==> src/rtl/cordic_seq_ctrl.sv <==
// Rotation-mode CORDIC sequencer: one shared 16-bit add/sub, three cycles per micro-rotation.
// Latency: done pulses 3*ITER+1 cycles after the cycle in which start is asserted.
// No backpressure: start is ignored while busy; x/y/z outputs are qualified by done.
module cordic_seq_ctrl #(
  parameter int ITER = 12
) (
  input  logic        clk,
  input  logic        rst_n,
  input  logic        start,
  input  logic [15:0] x_in,
  input  logic [15:0] y_in,
  input  logic [15:0] z_in,
  output logic        busy,
  output logic        done,
  output logic [15:0] x_out,
  output logic [15:0] y_out,
  output logic [15:0] z_out
);

  typedef enum logic [2:0] {
    IDLE  = 3'd0,
    UPD_X = 3'd1,
    UPD_Y = 3'd2,
    UPD_Z = 3'd3,
    DONE  = 3'd4
  } state_t;

  localparam logic [3:0] LAST_IDX = 4'(ITER - 1);

  state_t             state;
  logic [3:0]         idx;
  logic [15:0]        x_r;
  logic [15:0]        y_r;
  logic [15:0]        z_r;
  logic [15:0]        tmp_r;

  logic               z_neg;
  logic signed [15:0] x_sh;
  logic signed [15:0] y_sh;
  logic [15:0]        atan_val;
  logic [15:0]        add_a;
  logic [15:0]        add_b;
  logic               add_sub;
  logic [15:0]        add_sum;

  // Direction comes from the sign of z, which only moves at the end of UPD_Z.
  assign z_neg = z_r[15];
  assign x_sh  = $signed(x_r) >>> idx;
  assign y_sh  = $signed(y_r) >>> idx;

  // Arctangent table, atan(2^-i) scaled so that 2^15 represents pi.
  always_comb begin
    atan_val = 16'd0;
    case (idx)
      4'd0:    atan_val = 16'd8192;
      4'd1:    atan_val = 16'd4836;
      4'd2:    atan_val = 16'd2555;
      4'd3:    atan_val = 16'd1297;
      4'd4:    atan_val = 16'd651;
      4'd5:    atan_val = 16'd326;
      4'd6:    atan_val = 16'd163;
      4'd7:    atan_val = 16'd81;
      4'd8:    atan_val = 16'd41;
      4'd9:    atan_val = 16'd20;
      4'd10:   atan_val = 16'd10;
      4'd11:   atan_val = 16'd5;
      4'd12:   atan_val = 16'd3;
      4'd13:   atan_val = 16'd1;
      4'd14:   atan_val = 16'd1;
      default: atan_val = 16'd0;
    endcase
  end

  // Operand mux for the single shared adder; subtract is a + ~b + 1.
  always_comb begin
    add_a   = x_r;
    add_b   = y_sh;
    add_sub = ~z_neg;
    case (state)
      UPD_X: begin
        add_a   = x_r;
        add_b   = y_sh;
        add_sub = ~z_neg;
      end
      UPD_Y: begin
        add_a   = y_r;
        add_b   = x_sh;
        add_sub = z_neg;
      end
      UPD_Z: begin
        add_a   = z_r;
        add_b   = atan_val;
        add_sub = ~z_neg;
      end
      default: begin
        add_a   = x_r;
        add_b   = y_sh;
        add_sub = ~z_neg;
      end
    endcase
    add_sum = add_a + (add_b ^ {16{add_sub}}) + {15'd0, add_sub};
  end

  // Sequencer FSM with datapath registers and registered busy/done.
  always_ff @(posedge clk or negedge rst_n) begin
    if (!rst_n) begin
      state <= IDLE;
      idx   <= 4'd0;
      x_r   <= 16'd0;
      y_r   <= 16'd0;
      z_r   <= 16'd0;
      tmp_r <= 16'd0;
      busy  <= 1'b0;
      done  <= 1'b0;
    end else begin
      done <= 1'b0;
      case (state)
        IDLE, DONE: begin
          if (start) begin
            x_r   <= x_in;
            y_r   <= y_in;
            z_r   <= z_in;
            idx   <= 4'd0;
            busy  <= 1'b1;
            state <= UPD_X;
          end else begin
            busy  <= 1'b0;
            state <= IDLE;
          end
        end
        UPD_X: begin
          // x update is parked in tmp so UPD_Y still sees the old x.
          tmp_r <= add_sum;
          state <= UPD_Y;
        end
        UPD_Y: begin
          y_r   <= add_sum;
          state <= UPD_Z;
        end
        UPD_Z: begin
          x_r <= tmp_r;
          z_r <= add_sum;
          if (idx == LAST_IDX) begin
            busy  <= 1'b0;
            done  <= 1'b1;
            state <= DONE;
          end else begin
            idx   <= idx + 4'd1;
            state <= UPD_X;
          end
        end
        default: begin
          busy  <= 1'b0;
          state <= IDLE;
        end
      endcase
    end
  end

  assign x_out = x_r;
  assign y_out = y_r;
  assign z_out = z_r;

endmodule
==> config.mk <==
export PLATFORM = sky130hd
export DESIGN_NAME = cordic_seq_ctrl
export DESIGN_NICKNAME = d
export VERILOG_FILES = /design/src/rtl/cordic_seq_ctrl.sv
export SDC_FILE = /design/constraint.sdc
export NUM_CORES = 1
export LEC_CHECK = 0
export BUFFER_PORTS_ARGS = -buffer_cell sky130_fd_sc_hd__buf_2
export CAP_MARGIN = 20
export CORE_ASPECT_RATIO = 2
export CORE_MARGIN = 5
export CORE_UTILIZATION = 59
export CTS_BUF_LIST = sky130_fd_sc_hd__clkbuf_8
export DETAILED_ROUTE_END_ITERATION = 6
export PLACE_DENSITY = 0.93
export RECOVER_POWER = 25
export SLEW_MARGIN = 0
export SYNTH_ARGS = -nofsm -noshare
export SYNTH_HDL_FRONTEND = slang
export SYNTH_SLANG_ARGS = --single-unit
==> constraint.sdc <==
create_clock -name clk -period 6.1 [get_ports clk]
set_input_delay 0.305 -clock clk [delete_from_list [all_inputs] [get_ports clk]]
set_output_delay 0.305 -clock clk [all_outputs]
set_load 0.005 [all_outputs]
==> impl_metrics.json <==
{
  "status": "finished with violations",
  "violations": "capacitance limit, slew limit",
  "rsz0062_at_grt": "false",
  "viasPerCell": 6.76,
  "cpPeakStageDelay_ns": 0.52,
  "wl_per_cell_um": 22.3,
  "die_area_um2": 11700,
  "clkSlewWorstSetupHoldPaths_ns": 0.09,
  "post-route-cell-area_um2": 6390,
  "hp-class": "primary input to register",
  "syn_area_um2": 5610,
  "syn_nets": 723,
  "drcViolationCount": 0,
  "synth-edff-count": 0,
  "ant_nets": 0,
  "slew_headroom_pct": -161,
  "num_io_pins": 101,
  "worstPathArrival_ns": 5.71,
  "finalHoldViolCount": 0,
  "critical_path_class": "register to register",
  "clockRootBuffer": "clkbuf_8",
  "cp.required_ns": 6.36,
  "crit_buf_inv": 2,
  "grt_max_degree": 74,
  "clk_path_buf_depth": 2,
  "yosys_warnings": 0,
  "final_cell_mix": "100 x buf_2, 97 x nand2_1, 78 x o21ai_0",
  "n_antenna_cell": 0,
  "fp.dieW_um": 79.0,
  "placed_cell_area_um2": 6190,
  "cts_tree": "done",
  "hpwl_mm": 13.9,
  "crit_path_frequent_cell": "mux2i_1",
  "hold_buffers": 0,
  "post_cts_buffers": 0,
  "fin_skew_ns": 0.0118,
  "routed_wl_mm": 18.7,
  "cts_sinks": 73,
  "row_count": 50,
  "track_usage_pct": 32.9,
  "synth_flop_cell": "dfrtp_1",
  "startpoint_type": "register",
  "syn_to_final_growth_pct": 13.8,
  "drv_cap": 1,
  "setup_viol": 0,
  "synthArstFlopShare_pct": 100,
  "drt_first_pass_iters": 7,
  "cp_max_fo": 35,
  "worstMarginPinSlew_ns": 3.91,
  "port_buffers": 100,
  "ys_types": 54,
  "fin_setup_tns_ns": 0,
  "syn_inst": 650,
  "overflow": 0,
  "maxSlewViolCount": 74,
  "cts_buffers": 9,
  "cp_slowest_cell": "or3b_1",
  "fin_crit_sh_pct": 89.3,
  "yosysSeqAreaShare_pct": 32.6,
  "syn_avg_cell_area_um2": 8.63,
  "nets": 804,
  "insertion_delay_ns": 0.38,
  "grt_pass1_vias": 5622,
  "cts_repair_resize_count": 0,
  "final_common_cell": "buf_2",
  "post-route-min-period_ns": 5.45,
  "ctsHtreeMaxLevel": 3,
  "start_util_pct": 60.2,
  "cpLargestDelayFamily": "compound AO/OA/AOI/OAI gates",
  "max_freq_mhz": 183,
  "cp_cell_sequence": "or3b_1, buf_12, mux2i_1, mux2i_1, mux2i_1, mux2i_1, a21oi_1, a21oi_1, xnor2_1, inv_1, fa_1, nor2b_1, o21ai_0, a21boi_0, o21ai_0, a21boi_0, o21ai_0, a21oi_1, mux2i_1, nand2_1",
  "core_area_um2": 9320,
  "gp_congestion": 0.974,
  "ys_ff_latch": 73,
  "antenna_found_initial": 0,
  "drtIter0Drc": 442,
  "num_vias": 5675,
  "critPathCaptureType": "register",
  "die_h_um": 148,
  "drive_gt1_share_pct": 21.9,
  "hold_ws_ns": 0.136,
  "grt_pass1_wl_mm": 29.6
}
-- area by class of cell --
cell class	count	area [um^2]
multi-input cells	517	3550
fillers	740	2940
flip-flops and latches	73	1830
repair buffers	117	637
well taps	104	130
clock buffers	9	124
clock inverters	7	71.3
inverters	13	48.8
-- synthesized netlist by cell type (3+ instances only) --
| cell | number | area (um^2) |
|---|---|---|
| nand2_1 | 97 | 364 |
| o21ai_0 | 78 | 390 |
| dfrtp_1 | 73 | 1830 |
| mux2i_1 | 43 | 430 |
| nor2_1 | 43 | 161 |
| a22oi_1 | 41 | 308 |
| clkbuf_1 | 35 | 131 |
| a21oi_1 | 33 | 165 |
| xnor2_1 | 22 | 193 |
| ha_1 | 21 | 263 |
| mux4_2 | 13 | 293 |
| a211oi_1 | 12 | 90.1 |
| inv_1 | 12 | 45.0 |
| nand3_1 | 10 | 50.1 |
| o21ai_1 | 9 | 45.0 |
| xor2_1 | 8 | 70.1 |
| a221oi_1 | 7 | 61.3 |
| nor2b_1 | 7 | 43.8 |
| nor3_1 | 7 | 35.0 |
| buf_1 | 6 | 22.5 |
| nand2b_1 | 6 | 37.5 |
| and2_1 | 5 | 31.3 |
| mux2_2 | 5 | 56.3 |
| a21boi_0 | 4 | 30.0 |
| a21o_1 | 4 | 30.0 |
| buf_2 | 4 | 20.0 |
| nand4_1 | 4 | 25.0 |
| a31oi_1 | 3 | 18.8 |
| and3_1 | 3 | 18.8 |
| o21a_1 | 3 | 22.5 |
| o31ai_1 | 3 | 22.5 |
-- per-stage QoR --
stage	util (%)	worst slack [ns]	std cells
after global routing	68.5	0.283	840
after global placement	66.5	1.03	824
final	68.5	0.650	840
after detailed placement	66.5	0.894	824
after floorplan	-	1.50	650
after CTS	68.6	0.857	840
-- sequential cells by signal, summed over array words and instances (netlist names) --
register / flops
z_out: 16
busy: 1
state: 3
done: 1
x_out: 16
y_out: 16
tmp_r: 16
idx: 4
-- path summary, 6_finish.rpt --
kind                           from   endpoint  slack, ns  depth (start not counted)
hold reg to reg                busy       busy       0.49                          2
setup reg to reg           state[2]  z_out[10]       0.65                         20
min in group asynchronous     rst_n   x_out[4]       1.36                          2
hold / removal              x_in[3]   x_out[3]       0.14                          3
setup / recovery           state[2]  z_out[10]       0.65                         20
max in group asynchronous     rst_n   x_out[8]       2.51                          2
-- worst reg2reg max path, delay by kind of cell (launching register included) --
kind / cells / cell delay, ns
AO/OA/AOI/OAI: 8 / 1.65
multiplexers: 5 / 1.54
AND/OR/NAND/NOR: 3 / 0.73
adder cells (fa/ha/maj): 1 / 0.44
flip-flops: 1 / 0.43
buffers and inverters: 2 / 0.34
XOR/XNOR: 1 / 0.22
-- kinds of logic after synthesis --
| kind of cell | Yosys count | synth area share, % |
|---|---|---|
| xor gates and xnor gates | 30 | 4.68 |
| and+or+nand+nor | 191 | 14.9 |
| adders and majority gates | 22 | 5.04 |
| muxes | 63 | 14.6 |
| DFF | 73 | 32.6 |
| buffers and inverters | 60 | 4.30 |
| AOI/OAI and AO/OA | 211 | 23.9 |
-- layer usage --
metal	GRT usage [%]	vias up	routed length, um
met5	0	-	0
met4	17.6	0	902
met3	5.24	78	1470
met2	56.7	321	9780
met1	38.6	2745	6590
li1	-	2531	-
Power is left out: the tool's default activity adds up to more than one toggle a clock period on the data nets, which glitch-free logic cannot reach.
